$ cat src/rtl/mem_master_pkg.sv
// Shared types and defaults for the word-memory initiator.
// Imported by mem_master and mem_beat_counter.
package mem_master_pkg;

    localparam int ADDR_W_DEF = 5;
    localparam int DATA_W_DEF = 32;

    typedef enum logic [2:0] {
        IDLE,
        WR_WAIT,
        WR_PULSE,
        RD_WAIT,
        RD_HOLD
    } state_t;

endpackage

$ cat src/rtl/mem_beat_counter.sv
// Wrapping memory address plus beat count / last-beat flag.
// The address register is what drives the memory port directly.
module mem_beat_counter
    import mem_master_pkg::*;
#(
    parameter int ADDR_W = ADDR_W_DEF
) (
    input  logic              clk,
    input  logic              reset,
    input  logic              load,
    input  logic              advance,
    input  logic [ADDR_W-1:0] start_addr,
    input  logic [ADDR_W-1:0] len,
    output logic [ADDR_W-1:0] addr,
    output logic              last
);

    logic [ADDR_W-1:0] count;
    logic [ADDR_W-1:0] len_q;

    always_ff @(posedge clk) begin
        if (reset) begin
            addr  <= '0;
            count <= '0;
            len_q <= '0;
        end else if (load) begin
            addr  <= start_addr;
            count <= '0;
            len_q <= len;
        end else if (advance) begin
            addr  <= addr + 1'b1;
            count <= count + 1'b1;
        end
    end

    assign last = (count == len_q);

endmodule

$ cat src/rtl/mem_master.sv
// Single/burst read-write initiator for a combinational word memory.
// Write strobes (mem_read=0) are registered and last exactly one cycle.
module mem_master
    import mem_master_pkg::*;
#(
    parameter int ADDR_W   = ADDR_W_DEF,
    parameter int DATA_W   = DATA_W_DEF,
    parameter int READ_LAT = 1
) (
    input  logic              clk,
    input  logic              reset,
    input  logic              req_valid,
    output logic              req_ready,
    input  logic              req_write,
    input  logic [ADDR_W-1:0] req_addr,
    input  logic [ADDR_W-1:0] req_len,
    input  logic              wr_valid,
    output logic              wr_ready,
    input  logic [DATA_W-1:0] wr_data,
    output logic              rd_valid,
    input  logic              rd_ready,
    output logic [DATA_W-1:0] rd_data,
    output logic              done,
    output logic [ADDR_W-1:0] mem_addr,
    output logic [DATA_W-1:0] mem_in,
    output logic              mem_read,
    input  logic [DATA_W-1:0] mem_out
);

    localparam int LAT_W = (READ_LAT > 1) ? $clog2(READ_LAT) : 1;
    localparam logic [LAT_W-1:0] LAT_INIT = LAT_W'(READ_LAT - 1);

    state_t state, state_next;
    logic [LAT_W-1:0] lat_cnt;
    logic last;
    logic accept, wr_take, advance, finish, capture;

    mem_beat_counter #(.ADDR_W(ADDR_W)) u_beat (
        .clk        (clk),
        .reset      (reset),
        .load       (accept),
        .advance    (advance),
        .start_addr (req_addr),
        .len        (req_len),
        .addr       (mem_addr),
        .last       (last)
    );

    always_ff @(posedge clk) begin
        if (reset) state <= IDLE;
        else       state <= state_next;
    end

    always_comb begin
        state_next = state;
        unique case (state)
            IDLE:     if (accept) state_next = req_write ? WR_WAIT : RD_WAIT;
            WR_WAIT:  if (wr_take) state_next = WR_PULSE;
            WR_PULSE: state_next = last ? IDLE : WR_WAIT;
            RD_WAIT:  if (capture) state_next = RD_HOLD;
            RD_HOLD: begin
                if (finish)       state_next = IDLE;
                else if (advance) state_next = RD_WAIT;
            end
            default:  state_next = IDLE;
        endcase
    end

    always_comb begin
        req_ready = 1'b0;
        wr_ready  = 1'b0;
        accept    = 1'b0;
        wr_take   = 1'b0;
        advance   = 1'b0;
        finish    = 1'b0;
        capture   = 1'b0;
        unique case (state)
            IDLE: begin
                req_ready = 1'b1;
                accept    = req_valid;
            end
            WR_WAIT: begin
                wr_ready = 1'b1;
                wr_take  = wr_valid;
            end
            WR_PULSE: begin
                advance = !last;
                finish  = last;
            end
            RD_WAIT:  capture = (lat_cnt == '0);
            RD_HOLD: begin
                advance = rd_valid && rd_ready && !last;
                finish  = rd_valid && rd_ready && last;
            end
            default: ;
        endcase
    end

    // Latency counter restarts whenever mem_addr takes a new value.
    always_ff @(posedge clk) begin
        if (reset) begin
            mem_read <= 1'b1;
            mem_in   <= '0;
            rd_valid <= 1'b0;
            rd_data  <= '0;
            done     <= 1'b0;
            lat_cnt  <= '0;
        end else begin
            done     <= finish;
            mem_read <= !wr_take;
            if (wr_take) mem_in <= wr_data;
            if (accept || advance)
                lat_cnt <= LAT_INIT;
            else if (state == RD_WAIT && lat_cnt != '0)
                lat_cnt <= lat_cnt - 1'b1;
            if (capture) begin
                rd_data  <= mem_out;
                rd_valid <= 1'b1;
            end else if (state == RD_HOLD && rd_ready) begin
                rd_valid <= 1'b0;
            end
        end
    end

endmodule

$ cat config.mk
export PLATFORM = sky130hd
export DESIGN_NAME = mem_master
export DESIGN_NICKNAME = d
export VERILOG_FILES = /design/src/rtl/mem_master_pkg.sv /design/src/rtl/mem_beat_counter.sv /design/src/rtl/mem_master.sv
export SDC_FILE = /design/constraint.sdc
export NUM_CORES = 1
export LEC_CHECK = 0
export BUFFER_PORTS_ARGS = -buffer_cell sky130_fd_sc_hd__buf_2
export CAP_MARGIN = 20
export CORE_MARGIN = 8
export CORE_UTILIZATION = 45
export DETAILED_ROUTE_END_ITERATION = 10
export GPL_ROUTABILITY_DRIVEN = 1
export PLACE_DENSITY_LB_ADDON = 0.12
export RECOVER_POWER = 100
export SYNTH_ARGS = -nofsm -noshare
export SYNTH_HDL_FRONTEND = slang
export SYNTH_HIERARCHICAL = 1
export SYNTH_SLANG_ARGS = --single-unit
$ cat constraint.sdc
create_clock -name clk -period 4.21 [get_ports clk]
set_clock_uncertainty 0.15 [all_clocks]
set_input_delay 0.421 -clock clk [delete_from_list [all_inputs] [get_ports clk]]
set_output_delay 0.421 -clock clk [all_outputs]
set_load 0.01 [all_outputs]
==> results.json <==
{
  "dp_cells": 630,
  "grt.total_usage": 0.163,
  "netlist_area_sq_um": 3280,
  "period_minus_slack_ns": 2.70,
  "run_status": "finished, violations left",
  "violations": "max-capacitance violations, max-slew violations",
  "stdcell_count": 648,
  "slowest_stage": "clkbuf_1",
  "post_cts_buffers": 0,
  "worstPathCellList": "nand2b_1, or2_0, clkbuf_1, nand2_1, a21oi_1",
  "die_y_microns": 101,
  "ant_nets": 0,
  "num_rows": 31,
  "fillers": 722,
  "wire_per_inst_microns": 13.3,
  "synth.distinct_cells": 32,
  "rsz0062_at_grt": "false",
  "syn_inst": 402,
  "drive_gt1_frac": 0.184,
  "crit_arrival_ns": 2.79,
  "place_congestion": 0.758,
  "ys_ff_latch": 86,
  "fin_tns_setup_ns": 0,
  "clk_latency_ns": 0.33,
  "drtIter0Drc": 97,
  "dieArea_sq_um": 10300,
  "drv_cap": 1,
  "die_w_microns": 101,
  "layout.nets": 626,
  "grt_pass1_vias": 2930,
  "io_buffers": 153,
  "critPathMaxStageDelay_ns": 0.76,
  "timing.fmax_mhz": 371,
  "drv_slew": 46,
  "dpl.hpwl_microns": 6320,
  "antenna_found_initial": 0,
  "final_common_cell": "nand2_1",
  "dr.pass1.iters": 4,
  "diodes": 0,
  "drc": 0,
  "postSynth.asyncResetShare": 0,
  "place_ws_ns": 1.96,
  "syn_nets": 484,
  "ys_seq_area_frac": 0.525,
  "slew_headroom": -0.256,
  "cts_buffers": 9,
  "cp_num_buf_inv": 1,
  "path_class": "reg -> reg",
  "finalCritPeriodShare": 0.641,
  "io_pins": 154,
  "finalInstanceArea_sq_um": 4220,
  "htreeDepth": 3,
  "hold-worst-slack_ns": 0.162,
  "cts.sinks": 86,
  "fp.coreArea_sq_um": 7180,
  "setup_ws_ns": 1.51,
  "clockRootBuffer": "clkbuf_8",
  "grt_max_degree": 46,
  "ctsResizeCount": 0,
  "critical-path-top-delay-family": "simple AND/OR/NAND/NOR gates",
  "ys.flop_type": "dfxtp_1",
  "wl_microns": 8610,
  "report.final.hold_viol_count": 0,
  "startpoint_type": "register",
  "min_path_type": "in -> reg",
  "leakage_nw": 1.63,
  "holdBufCountCts": 0,
  "area_delta_synth_final_pct": 28.7,
  "powerDensity_nw_per_um2": 529,
  "start_util": 0.457,
  "worstPathMaxFanout": 21,
  "placed_area_sq_um": 4090,
  "vias": 3088,
  "synth.avg_cell_area_sq_um": 8.16,
  "ys_warn_count": 6,
  "cp-end-kind": "register",
  "peakVddDrop_mv": 0.290,
  "final_cell_mix": "nand2_1, dfxtp_1, buf_2, clkbuf_1, a21oi_1",
  "clk_pin_slew_ns": 0.09,
  "cts_tree": "yes",
  "grt-ovfl-total": 0,
  "cp.required_ns": 4.31,
  "clock_path_buffers": 2,
  "grt_pass1_wl_microns": 13600,
  "synth-edff-count": 0,
  "worstMarginPinSlew_ns": 1.88,
  "total_power_mw": 2.24,
  "finalSetupViolations": 0,
  "postLayoutCoreUtil": 0.589,
  "vias_per_cell": 4.77
}
==> tightest hold or removal path, cell delays in order <==
cell     delay [ns]
buf_2          0.09
nand2_1        0.04
a21oi_1        0.05
==> cells by family after synthesis <==
kind of cell / Yosys count / share of synthesized area
AND/OR/NAND/NOR: 179 / 0.225
flip-flops: 86 / 0.525
AO/OA/AOI/OAI: 79 / 0.126
buffers and inverters: 33 / 0.0499
XOR/XNOR: 13 / 0.0347
multiplexers: 10 / 0.0324
adder cells (fa/ha/maj): 2 / 0.00762
==> state kept, by name, indices dropped and copies added, names as in the netlist <==
name and flops:
state 3, mem_in 32, u_beat/addr 5, rd_valid 1, mem_read 1, lat_cnt 1
u_beat/len_q 5, done 1, rd_data 32, u_beat/count 5
==> where the power goes <==
| group | internal (mW) | total [mW] | switching (mW) |
|---|---|---|---|
| registers | 0.924 | 1.01 | 0.0844 |
| logic | 0.222 | 0.582 | 0.360 |
| clock network | 0.367 | 0.646 | 0.279 |
==> per-layer routing <==
metal,track usage,up-vias,routed length [microns]
li1,-,1592,-
met1,0.182,1379,3670
met2,0.282,109,4110
met3,0.0515,8,739
met4,0.0573,0,85
met5,0,-,0
==> path summary, 6_finish.rpt <==
kind	from	slack [ns]	cells past startpoint	to
max reg2reg	state[2]	1.51	5	mem_in[5]
max	state[2]	1.51	5	mem_in[5]
min reg2reg	rd_data[18]	0.31	2	rd_data[18]
min	mem_out[22]	0.16	3	rd_data[22]
==> Yosys cell counts (2+ instances only) <==
master / n / area, sq um
xor2_1: 6 / 52.6
or3_1: 2 / 12.5
inv_1: 5 / 18.8
xnor2_1: 7 / 61.3
o21a_1: 3 / 22.5
buf_6: 2 / 22.5
nand2b_1: 4 / 25.0
nor3_1: 8 / 40.0
buf_2: 17 / 85.1
dfxtp_1: 86 / 1720
nand4_1: 4 / 25.0
nand3_1: 6 / 30.0
clkbuf_1: 8 / 30.0
a21oi_1: 71 / 355
ha_1: 2 / 25.0
nand2_1: 134 / 503
nor2_1: 15 / 56.3
mux2i_1: 8 / 80.1
==> area by class of cell <==
cell class / instances / area [sq um] / share of cell area
Clock inverter: 5 / 81.3 / 0.0193
Clock buffer: 11 / 151 / 0.0358
Multi-Input combinational cell: 283 / 1400 / 0.332
Tap cell: 99 / 124 / 0.0293
Inverter: 5 / 18.8 / 0.00444
Sequential cell: 86 / 1720 / 0.408
Timing Repair Buffer: 159 / 726 / 0.172
No activity file was read; power rests on OpenSTA's default activity.
